--- config.mk ---
export PLATFORM = sky130hd
export DESIGN_NAME = uart_rx
export DESIGN_NICKNAME = d
export VERILOG_FILES = /design/src/rtl/uart_pkg.sv /design/src/rtl/uart_rx_sync.sv /design/src/rtl/uart_rx.sv
export SDC_FILE = /design/constraint.sdc
export NUM_CORES = 1
export LEC_CHECK = 0
export ABC_AREA = 1
export CORE_UTILIZATION = 50
export DETAILED_ROUTE_END_ITERATION = 10
export PLACE_DENSITY = 0.71
export SLEW_MARGIN = 15
export SYNTH_ARGS = -nofsm -noshare
export SYNTH_HDL_FRONTEND = slang
export SYNTH_SLANG_ARGS = --single-unit
--- constraint.sdc ---
create_clock -name clk -period 3.48 [get_ports clk]
set_clock_uncertainty 0.2 [all_clocks]
set_input_delay 0.696 -clock clk [delete_from_list [all_inputs] [get_ports clk]]
set_output_delay 0.696 -clock clk [all_outputs]
set_load 0.02 [all_outputs]
--- src/rtl/uart_pkg.sv ---
// Shared UART definitions: clock/baud defaults, rx state codes
// and the baud divisor helper used by both rx and tx.
package uart_pkg;

  localparam int CLOCK_FREQUENCY_DEF = 27000000;
  localparam int BAUD_RATE_DEF       = 115200;

  typedef logic [2:0] rx_state_t;

  localparam rx_state_t RX_IDLE      = 3'd0;
  localparam rx_state_t RX_START     = 3'd1;
  localparam rx_state_t RX_DATA      = 3'd2;
  localparam rx_state_t RX_STOP      = 3'd3;
  localparam rx_state_t RX_WAIT_IDLE = 3'd4;

  function automatic int baud_div(
    input int clk_hz,
    input int baud
  );
    return clk_hz / baud;
  endfunction

endpackage

--- src/rtl/uart_rx_sync.sv ---
// Two-flop synchronizer for the raw rx pin plus falling-edge detect.
// Flops reset high so a low line at reset release reads as a start.
module uart_rx_sync (
  input  logic clk,
  input  logic rst,
  input  logic rx,
  output logic rx_s,
  output logic fall
);

  logic s1;
  logic prev;

  // Metastability chain and previous-value history, idle high.
  always_ff @(posedge clk) begin
    if (rst) begin
      s1   <= 1'b1;
      rx_s <= 1'b1;
      prev <= 1'b1;
    end else begin
      s1   <= rx;
      rx_s <= s1;
      prev <= rx_s;
    end
  end

  assign fall = prev & ~rx_s;

endmodule

--- src/rtl/uart_rx.sv ---
// 8N1 UART receiver with one-entry valid/ready holding register.
// Define UART_RX_MAJORITY_EN for 2-of-3 voting around mid-bit.
module uart_rx
  import uart_pkg::*;
#(
  parameter int CLOCK_FREQUENCY = CLOCK_FREQUENCY_DEF,
  parameter int BAUD_RATE       = BAUD_RATE_DEF
) (
  input  logic       clk,
  input  logic       rst,
  input  logic       rx,
  output logic [7:0] data,
  output logic       valid,
  input  logic       ready,
  output logic       frame_err,
  output logic       overrun
);

  localparam int BAUD_DIVISOR =
    baud_div(CLOCK_FREQUENCY, BAUD_RATE);
  localparam int CW = $clog2(BAUD_DIVISOR);
  localparam int S  = BAUD_DIVISOR / 2;
`ifdef UART_RX_MAJORITY_EN
  localparam int DEC = S + 1;
`else
  localparam int DEC = S;
`endif

  localparam logic [CW-1:0] CNT_MAX = CW'(BAUD_DIVISOR - 1);
  localparam logic [CW-1:0] CNT_DEC = CW'(DEC);

  logic          rx_s;
  logic          fall;
  logic [CW-1:0] cnt;
  logic [3:0]    bit_idx;
  rx_state_t     state;
  logic [7:0]    sr;
  logic          dec;
  logic          bit_v;
  logic          deliver;
  logic          bad_stop;

  uart_rx_sync u_sync (
    .clk  (clk),
    .rst  (rst),
    .rx   (rx),
    .rx_s (rx_s),
    .fall (fall)
  );

  assign dec = (cnt == CNT_DEC);

`ifdef UART_RX_MAJORITY_EN
  localparam logic [CW-1:0] CNT_SM1 = CW'(S - 1);
  localparam logic [CW-1:0] CNT_S   = CW'(S);

  logic smp_a;
  logic smp_b;

  // Hold the two early votes; the third is live rx_s at the decision.
  always_ff @(posedge clk) begin
    if (rst) begin
      smp_a <= 1'b1;
      smp_b <= 1'b1;
    end else begin
      if (cnt == CNT_SM1) smp_a <= rx_s;
      if (cnt == CNT_S)   smp_b <= rx_s;
    end
  end

  assign bit_v = (smp_a & smp_b) | (smp_a & rx_s) | (smp_b & rx_s);
`else
  assign bit_v = rx_s;
`endif

  assign deliver  = (state == RX_STOP) && dec && bit_v;
  assign bad_stop = (state == RX_STOP) && dec && !bit_v;

  // Bit-cell timer: parked at zero outside a frame, wraps per cell.
  always_ff @(posedge clk) begin
    if (rst) begin
      cnt     <= '0;
      bit_idx <= '0;
    end else if (state == RX_IDLE || state == RX_WAIT_IDLE) begin
      cnt     <= '0;
      bit_idx <= '0;
    end else if (cnt == CNT_MAX) begin
      cnt     <= '0;
      bit_idx <= bit_idx + 4'd1;
    end else begin
      cnt <= cnt + 1'b1;
    end
  end

  // Frame sequencing and LSB-first shift register.
  always_ff @(posedge clk) begin
    if (rst) begin
      state <= RX_IDLE;
      sr    <= 8'h00;
    end else begin
      unique case (state)
        RX_IDLE: begin
          if (fall) state <= RX_START;
        end
        RX_START: begin
          if (dec) state <= bit_v ? RX_IDLE : RX_DATA;
        end
        RX_DATA: begin
          if (dec) begin
            sr <= {bit_v, sr[7:1]};
            if (bit_idx == 4'd8) state <= RX_STOP;
          end
        end
        RX_STOP: begin
          if (dec) state <= bit_v ? RX_IDLE : RX_WAIT_IDLE;
        end
        RX_WAIT_IDLE: begin
          if (rx_s) state <= RX_IDLE;
        end
        default: state <= RX_IDLE;
      endcase
    end
  end

  // Holding register handshake and one-cycle error pulses.
  always_ff @(posedge clk) begin
    if (rst) begin
      data      <= 8'h00;
      valid     <= 1'b0;
      frame_err <= 1'b0;
      overrun   <= 1'b0;
    end else begin
      frame_err <= bad_stop;
      overrun   <= 1'b0;
      if (deliver) begin
        if (!valid || ready) begin
          data  <= sr;
          valid <= 1'b1;
        end else begin
          overrun <= 1'b1;
        end
      end else if (valid && ready) begin
        valid <= 1'b0;
      end
    end
  end

endmodule
==> impl_results.md <==
- P per Cell Area: 454.6 nW/um2
- Slowest cell on crit path: clkdlybuf4s50_1
- Synthesized area per cell: 7.668 um2
- Core Area: 3053 um2
- Global-route wire length before repair: 4671 um
- Synth cell types: 26
- Number of cells produced by synthesis: 210
- Syn-to-layout area delta: 14.22%
- Leak: 0.7346 nW
- Largest net degree at the start of global routing: 20
- Cell breakdown of the critical path: clkdlybuf4s50_1
- Vias in the first global route: 1102
- Worst path bufs/invs: 1
- Post-layout min period: 2190 ps
- Clk root buf: clkbuf_4
- Post-CTS setup buffers: 0
- Hold path start: u_sync.s1
- Crit path from: data[7]
- # clock sinks: 37
- Reg2reg start: cnt[0]
- DP Wirelength: 2136 um
- Crit Path Class: reg -> out
- Final worst path period share: 0.6293
- Worst hold path class: reg -> reg
- Status: completed
- Critical Path Fanout Max: 2
- Htree depth: 2
- # hold bufs at CTS: 0
- Iter 0 DRT Violations: 43
- CTS Buf Count: 5
- Initial core utilization: 0.5275
- Fin. Hold Viols: 0
- Nets@finish: 237
- Delay-heaviest family, CP: buffers and inverters
- Commonest non-fill, non-tap cell in the layout: nor2_1
- Fin Hold WS: 223.5 ps
- Worst-path clk slew: 90 ps
- Die Ht: 58.75 um
- Initial antenna violation count: 0
- Gr usage total: 0.1874
- Pins Over Slew Limit: 0
- Most frequent cells in the layout: nor2_1 (44), dfxtp_1 (37), nand2_1 (28), inv_1 (26), clkdlybuf4s50_1 (14)
- Top Ports: 15
- Crit path capture type: output pin
- Routability Congestion: 0.7770
- Final setup violating endpoints: 0
- Data arrival time of the worst path: 1290 ps
- Share of post-route cells with drive strength above 1: 0.08696
- DR pass1 iterations: 4
- PortBufs: 14
- CTS tree: done
- Crit path largest cell delay: 610 ps
- Final setup TNS: 0 ps
- RSZ-0062 raised after global routing: false
- Vias per inst: 4.854
- Post-DRT Antenna Nets: 0
- DR WL/cell: 10.53 um
- Max clock buf depth: 2
- Critical path data required time: 2580 ps
- Width of the die: 58.75 um
- MaxCap Viol Count: 0
- Syn. warnings: 0
- Die area: 3452 um2
- Vias: 1330
- Fmax: 456.6 MHz
- Peak VDD IR: 304.3 uV
- Worst rel slew slack: 0.7062
- Post-Syn Area: 1610 um2
- GR Overflow Total: 0
- # DRC: 0
- Worst Setup Start Kind: flip-flop
- Site row count: 20
- Count of state elements after synthesis: 37
- Antenna Cells: 0
- Clk_lat worst skew: 340 ps
- Post-synth net total: 218
- Worst slew pin tran: 438.0 ps
- Final wirelength: 2884 um
- CTS resizes: 0
- Sequential-to-total area share from yosys stat: 0.4600
cell families (layout without fill, tap and decap cells):
logic type      count (synthesis)  in the layout  synth area share
simple gates                  109            109            0.3380
buf+inv                        31             51           0.07692
xor+xnor                        1              1          0.005440
compound gates                 28             28           0.08857
flops                          37             37            0.4600
fa+ha+maj                       4              4           0.03108
state kept, by name (all words and copies together) (netlist names):
signal	cells
bit_idx	4
valid	1
u_sync.rx_s	1
frame_err	1
data	8
u_sync.prev	1
state	3
cnt	8
sr	8
overrun	1
u_sync.s1	1
cell type report:
type	instances	area (um2)
clock buffer	8	48.80
fill	287	1214
tap	44	55.05
multi-input combinational	142	745.7
inverter	29	108.9
sequential	37	740.7
timing repair buffer	14	140.1
final timing paths:
kind	endpoint	slack (ps)	depth (start not counted)
max reg2reg	cnt[4]	1760	6
min reg2reg	u_sync.rx_s	220	1
min	u_sync.rx_s	220	1
max	data[7]	1290	1
metal layers:
layer	vias up	wire, um	track usage
li1	704	-	-
met1	586	1427	0.2308
met2	32	1234	0.2792
met5	-	0	0
met3	8	145	0.07473
met4	0	77	0.1020
report_power, final:
part	total (mW)	switching [mW]	internal, mW
sequential	0.468	0.0244	0.444
clock	0.208	0.128	0.0805
combinational	0.159	0.108	0.0514
total	0.836	0.260	0.576
Yosys cell counts (all sizes together):
cell type | instances | area, um2
clkbuf | 1 | 3.750
nand3 | 14 | 75.07
nand2 | 32 | 140.1
dfxtp | 37 | 740.7
ha | 4 | 50.05
a21boi | 1 | 7.510
or2 | 2 | 12.51
buf | 1 | 11.26
xor2 | 1 | 8.760
a21oi | 13 | 65.06
inv | 27 | 101.3
nand4 | 2 | 12.51
clkinv | 2 | 7.510
o21ai | 14 | 70.06
nand3b | 2 | 15.01
nor3b | 3 | 22.52
nor2 | 51 | 251.5
nor3 | 3 | 15.01
stage by stage:
stage                     cells  instance area, um2  power [mW]  utilization  setup slack (ps)
after global placement      266                1790      0.6192       0.5865              1131
after detailed placement    266                1790      0.6329       0.5865              1113
after global routing        274                1839      0.8910       0.6025              1229
after CTS                   274                1839      0.8437       0.6025              1264
after floorplan             210                1610      0.5947            -              1813
final                       274                1839      0.8361       0.6025              1290
Note: power is estimated with default switching activity, not from simulation.
